===== src/rtl/systolic_ctrl_pkg.sv =====
// Shared types and constants for the systolic feed sequencer.
package systolic_ctrl_pkg;

    typedef enum logic [1:0] {
        StIdle,
        StFeed,
        StDrain,
        StDone
    } state_e;

    localparam int unsigned LenWDefault = 16;

    // Width needed to hold a drain count of drain_cyc down to zero.
    function automatic int unsigned drain_cnt_w(input int unsigned drain_cyc);
        return $clog2(drain_cyc + 1);
    endfunction

endpackage


===== src/rtl/systolic_down_counter.sv =====
// Loadable down counter with synchronous clear and zero flag; never wraps below zero.
module systolic_down_counter #(
    parameter int unsigned WIDTH = 8
) (
    input  logic             clk,
    input  logic             rst_n,
    input  logic             clr,
    input  logic             load,
    input  logic [WIDTH-1:0] load_val,
    input  logic             dec,
    output logic [WIDTH-1:0] count,
    output logic             zero
);

    logic [WIDTH-1:0] count_q, count_d;

    always_comb begin
        count_d = count_q;
        if (clr) begin
            count_d = '0;
        end else if (load) begin
            count_d = load_val;
        end else if (dec && (count_q != '0)) begin
            count_d = count_q - WIDTH'(1);
        end
    end

    always_ff @(posedge clk or negedge rst_n) begin
        if (!rst_n) begin
            count_q <= '0;
        end else begin
            count_q <= count_d;
        end
    end

    assign count = count_q;
    assign zero  = (count_q == '0);

endmodule


===== src/rtl/systolic_feed_ctrl.sv =====
// Streams a programmed number of row vectors into the skew/deskew stage, then waits out
// the array fill/drain latency and pulses done.
module systolic_feed_ctrl
    import systolic_ctrl_pkg::*;
#(
    parameter int unsigned NUM_ROW    = 8,
    parameter int unsigned NUM_COL    = 8,
    parameter int unsigned DATA_WIDTH = 8,
    parameter int unsigned LEN_W      = LenWDefault,
    parameter int unsigned DRAIN_CYC  = NUM_ROW + NUM_COL
) (
    input  logic                          clk,
    input  logic                          rst_n,
    input  logic                          start,
    input  logic                          abort,
    input  logic [LEN_W-1:0]              k_len,
    output logic                          busy,
    output logic                          done,
    input  logic [NUM_COL*DATA_WIDTH-1:0] src_data,
    input  logic                          src_valid,
    output logic                          src_ready,
    output logic [NUM_COL*DATA_WIDTH-1:0] mv_data,
    output logic [NUM_COL-1:0]            mv_valid
);

    localparam int unsigned DrnW = drain_cnt_w(DRAIN_CYC);
    localparam int unsigned VecW = NUM_COL * DATA_WIDTH;

    state_e state_q, state_d;

    logic [LEN_W-1:0] beat_cnt;
    logic             beat_zero;
    logic [DrnW-1:0]  drain_cnt;
    logic             drain_zero;

    logic             abort_act;
    logic             accept;
    logic             last_beat;
    logic             tile_load;

    logic [VecW-1:0]    mv_data_q, mv_data_d;
    logic [NUM_COL-1:0] mv_valid_q, mv_valid_d;

    assign abort_act = abort && (state_q != StIdle);
    assign src_ready = (state_q == StFeed) && !beat_zero;
    assign accept    = src_ready && src_valid;
    assign last_beat = accept && (beat_cnt == LEN_W'(1));
    assign tile_load = (state_q == StIdle) && start && (k_len != '0);

    always_comb begin
        state_d = state_q;
        case (state_q)
            StIdle: begin
                if (start) begin
                    state_d = (k_len != '0) ? StFeed : StDone;
                end
            end
            StFeed: begin
                if (last_beat) begin
                    state_d = StDrain;
                end
            end
            StDrain: begin
                // An empty counter here would be a stuck state; leave rather than hang.
                if ((drain_cnt == DrnW'(1)) || drain_zero) begin
                    state_d = StDone;
                end
            end
            StDone: begin
                state_d = StIdle;
            end
            default: begin
                state_d = StIdle;
            end
        endcase
        if (abort_act) begin
            state_d = StIdle;
        end
    end

    always_ff @(posedge clk or negedge rst_n) begin
        if (!rst_n) begin
            state_q <= StIdle;
        end else begin
            state_q <= state_d;
        end
    end

    systolic_down_counter #(
        .WIDTH (LEN_W)
    ) u_beat_cnt (
        .clk      (clk),
        .rst_n    (rst_n),
        .clr      (abort_act),
        .load     (tile_load),
        .load_val (k_len),
        .dec      (accept),
        .count    (beat_cnt),
        .zero     (beat_zero)
    );

    systolic_down_counter #(
        .WIDTH (DrnW)
    ) u_drain_cnt (
        .clk      (clk),
        .rst_n    (rst_n),
        .clr      (abort_act),
        .load     (last_beat),
        .load_val (DrnW'(DRAIN_CYC)),
        .dec      (state_q == StDrain),
        .count    (drain_cnt),
        .zero     (drain_zero)
    );

    // Bubbles always carry zero data so downstream never sees stale rows.
    always_comb begin
        mv_data_d  = '0;
        mv_valid_d = '0;
        if (accept && !abort_act) begin
            mv_data_d  = src_data;
            mv_valid_d = '1;
        end
    end

    always_ff @(posedge clk or negedge rst_n) begin
        if (!rst_n) begin
            mv_data_q  <= '0;
            mv_valid_q <= '0;
        end else begin
            mv_data_q  <= mv_data_d;
            mv_valid_q <= mv_valid_d;
        end
    end

    assign mv_data  = mv_data_q;
    assign mv_valid = mv_valid_q;
    assign busy     = (state_q == StFeed) || (state_q == StDrain);
    assign done     = (state_q == StDone);

endmodule


===== config.mk =====
export PLATFORM = sky130hd
export DESIGN_NAME = systolic_feed_ctrl
export DESIGN_NICKNAME = d
export VERILOG_FILES = /design/src/rtl/systolic_ctrl_pkg.sv /design/src/rtl/systolic_down_counter.sv /design/src/rtl/systolic_feed_ctrl.sv
export SDC_FILE = /design/constraint.sdc
export NUM_CORES = 1
export LEC_CHECK = 0
export CAP_MARGIN = 20
export CORE_MARGIN = 3
export CORE_UTILIZATION = 41
export DETAILED_ROUTE_END_ITERATION = 10
export PLACE_DENSITY = 0.88
export SETUP_SLACK_MARGIN = 0.3
export SLEW_MARGIN = 10
export SYNTH_ARGS = -nofsm -noshare
export SYNTH_HDL_FRONTEND = slang
export SYNTH_SLANG_ARGS = --single-unit

===== constraint.sdc =====
create_clock -name clk -period 2.7 [get_ports clk]
set_input_delay 0.27 -clock clk [delete_from_list [all_inputs] [get_ports clk]]
set_output_delay 0.27 -clock clk [all_outputs]
set_load 0.05 [all_outputs]

==> metrics list <==
- Number of search-and-repair iterations in the first detailed-routing pass: 4
* Design Area, Final: around 0.0057 sq mm
* Fin Setup TNS: 0 ns
- Count of routing violations after the opening detailed-route iteration: 80
- FF+latch area: 0.00220 sq mm
* Start-to-end type of the worst setup path: reg -> reg
- Maximum number of pins on one net before global-route repair: 89
* Signal arrival time at the worst endpoint: around 2.7 ns
* Net count of the finished layout: approximately 570
- The worst-case IR drop observed on VDD is roughly 0.46 mV.
- Clock-pin slew of the registers on the worst-case setup and hold paths: 0.10 ns
- Sorting the synthesized cells by area gives the leading types as dfrtp_1, and2_1, ha_1.
- Minimum clock period: 2.40 ns
- Number of DRC violations after detailed routing: 0
* Top FF cell, synth: dfrtp_1
* Via count of the first global-routing pass: about 3200
- Final-report hold violation count: 0
- For the pin with the worst max-slew slack, the measured transition is between 0.6 and 0.7 ns.
- # rows: 34
- Counting every net in the synthesized netlist gives between 400 and 500.
- The synthesized design contains 0 enable-type register cells.
- P_sw: approximately 2400 uW
- Routed len/inst: around 18 um
- Ys async rst share: 1.00
- Gp weighted congestion: between 0.9 and 1
- On the final layout, the worst clock skew is 0.0115 ns.
- List of most frequent post-synthesis cells: dfrtp_1, and2_1, nor2_1
- The core region is between 0.008 and 0.009 sq mm.
- Dividing the detail-routed via count by the number of cells gives around 4.9.
- After the flow finishes, the layout carries non-filler instances totaling around 590.
* Maximum fanout along the worst path: 16
- In this run the deepest clock path goes through 2 buffers.
- Placed standard-cell area: about 0.0054 sq mm
- Number of CTS-inserted buffers: 9
- The floorplan step set the die width to approximately 100 um.
- Total congestion overflow: 0
* Number of unique standard cell types used by synthesis: 46
- Unrepaired setup endpoints after global routing: yes
- The die covers about 0.011 sq mm.
- Clock tree from TritonCTS: built
- The number of max-slew violations in the final report is 0.
* Portion of total power attributed to sequential cells: 0.342
* Final clock period utilization by the worst path: 0.889
- In this run, placement finished with an instance count of 570.
- Kind of end point of the critical path: flop
* Highest achievable clock rate: roughly 0.42 GHz
* Warnings from Yosys: 0
* Routed Antenna Nets: 0
* Data required, critical path: approximately 3 ns
- Yosys reg bits: roughly 90
* Effective utilization at floorplan: 0.429
- Post-synthesis instance area: between 0.003 and 0.004 sq mm
- The multi-input combinational cells in the finished layout cover a total of between 0.001 and 0.0015 sq mm.
* Global-route wire length before repair: approximately 16000 um
* Diodes inserted: 0
- Summing over every cut layer, the via total after detailed routing is 2930.
* Final Setup Violations: 0
* CTS Sinks: between 80 and 90
- HPWL reported at the end of detailed placement: approximately 7400 um
- Comb power frac: 0.471
- The average instance in the mapped netlist occupies between 10 and 15 sq um.
* Slew Limit Headroom: 0.580
- Buffers placed on the I/O ports in this run total approximately 160.
* Run status: completed
* Clock share of power: 0.187
* Height of the die: 102 um
- Of the synthesized area, sequential elements account for 0.577.
- CTS Root Cell: clkbuf_8
* Cell internal power dissipation: roughly 3100 uW
- The synthesized design spends more area on one cell type than any other, namely dfrtp_1.
- Among all cell types in the netlist, the one instantiated most often is dfrtp_1.
* Startpoint types: flop
- Of the total power, the share spent switching nets is 0.433.
- In this run the number of H-tree levels came out at 3.
- Area grow syn2layout: 49.8%
- The tool flagged a number of max-cap violations equal to 0.
* Path class of the lowest-slack min-delay path: in -> reg
- Counting the fill cells in the layout gives ~660.
- For this run, the total global-route usage over all layers was measured as 0.205.
* Cells on worst reg2reg path: 8
- At the later pin of the worst-skew pair, clock insertion delay measures 0.34 ns.
- Total leakage power: ~0.0025 uW
- The final layout contains routed wiring with a total length of roughly 10000 um.
- The initial antenna violation count came to 0.
* Power per Cell Area: about 970 mW/mm^2
* Number of cells traversed by the worst hold path: 2
- Cell count after synthesis: 319
- I/O pin count: 160
- Ratio of cells with drive above 1 in the final layout: 0.0826
- Top cell type's share of synthesized area: 0.577
worst paths after layout:
path	startpoint	to	slack (ns)
max	u_beat_cnt.count[0]$_DFFE_PN0P_	mv_data[60]$_DFF_PN0_	0.30
min	src_data[24]	mv_data[24]$_DFF_PN0_	0.47
max reg2reg	u_beat_cnt.count[0]$_DFFE_PN0P_	mv_data[60]$_DFF_PN0_	0.30
min reg2reg	u_drain_cnt.count[1]$_DFFE_PN0P_	u_drain_cnt.count[1]$_DFFE_PN0P_	0.57
max in group asynchronous	rst_n	state_q[1]$_DFFE_PN0P_	1.56
min in group asynchronous	rst_n	mv_data[43]$_DFF_PN0_	0.49
timing repair:
action                     4_1_cts  5_1_grt
pin swaps                        0        1
setup endpoints to repair       66       41
cloned                           1        1
buffers inserted                 0        2
resized for setup                2        0
hold buffers                     0        1
hold endpoints to repair         0       49
worst max-delay path: stages, from the launching register on:
cell and delay, ns:
dfrtp_1 0.49, inv_1 0.08, ha_1 0.25, nor3b_4 0.18
buf_12 0.14, and4_1 0.19, nand2b_2 0.27, nor2_2 0.52
and2_1 0.21
sequential cells by signal (all words and copies together) (netlist names):
register,count
mv_data,64
u_beat_cnt.count,16
u_drain_cnt.count,5
state_q,2
mv_valid,1
layout make-up:
type,instances,share of cell area
tap,108,0.0236
inverter,12,0.00788
multi-input combinational,202,0.252
timing repair buffer,166,0.292
clock buffer,9,0.0217
clock inverter,7,0.0177
sequential,88,0.385
logic make-up (layout without fill, tap and decap cells):
family,Yosys count,count (layout),synth area share
fa+ha+maj,9,9,0.0295
simple gates,142,144,0.234
flops,88,88,0.577
mux,2,2,0.00557
buf+inv,31,194,0.0515
compound gates,33,33,0.0705
xor+xnor,14,14,0.0321
placed cells by master (no fill, tap or decap), types with 3 or more instances in the layout:
cell,n
nand2_1,6
a21oi_1,7
ha_1,9
clkbuf_8,9
nor4_1,5
a211oi_1,13
clkdlybuf4s50_1,157
nor2_1,27
nand4_1,3
and2_1,67
nor4_4,3
inv_1,12
xnor2_1,12
dfrtp_1,88
nor3_1,7
nand3_1,5
buf_4,5
power groups by stage:
stage / Combinational, uW / Sequential (uW) / Clock [uW]
after global routing: 2800 / 1930 / 1130
final: 2610 / 1900 / 1030
after CTS: 2560 / 1890 / 1060
after floorplan: 1180 / 2490 / 0
after detailed placement: 2520 / 1920 / 0
after global placement: 2480 / 1890 / 0
per-layer routing:
layer | part of all wire | GRT usage | routed length (um) | up-vias
met5 | 0 | 0 | 0 | -
met4 | 0.012 | 0.0686 | 129 | 0
met3 | 0.11 | 0.113 | 1200 | 11
met2 | 0.51 | 0.343 | 5380 | 109
met1 | 0.36 | 0.221 | 3760 | 1422
li1 | - | - | - | 1388
through the flow:
stage               utilization  total power [uW]  setup slack (ns)  hold slack (ns)
floorplan                     -              3670             0.574          -0.0256
global placement          0.609              4370             0.234            0.528
detailed placement        0.609              4440             0.167            0.541
CTS                       0.636              5520             0.262            0.163
global route              0.643              5860             0.182            0.445
finish                    0.643              5540             0.298            0.465
Note: power is estimated with default switching activity, not from simulation.
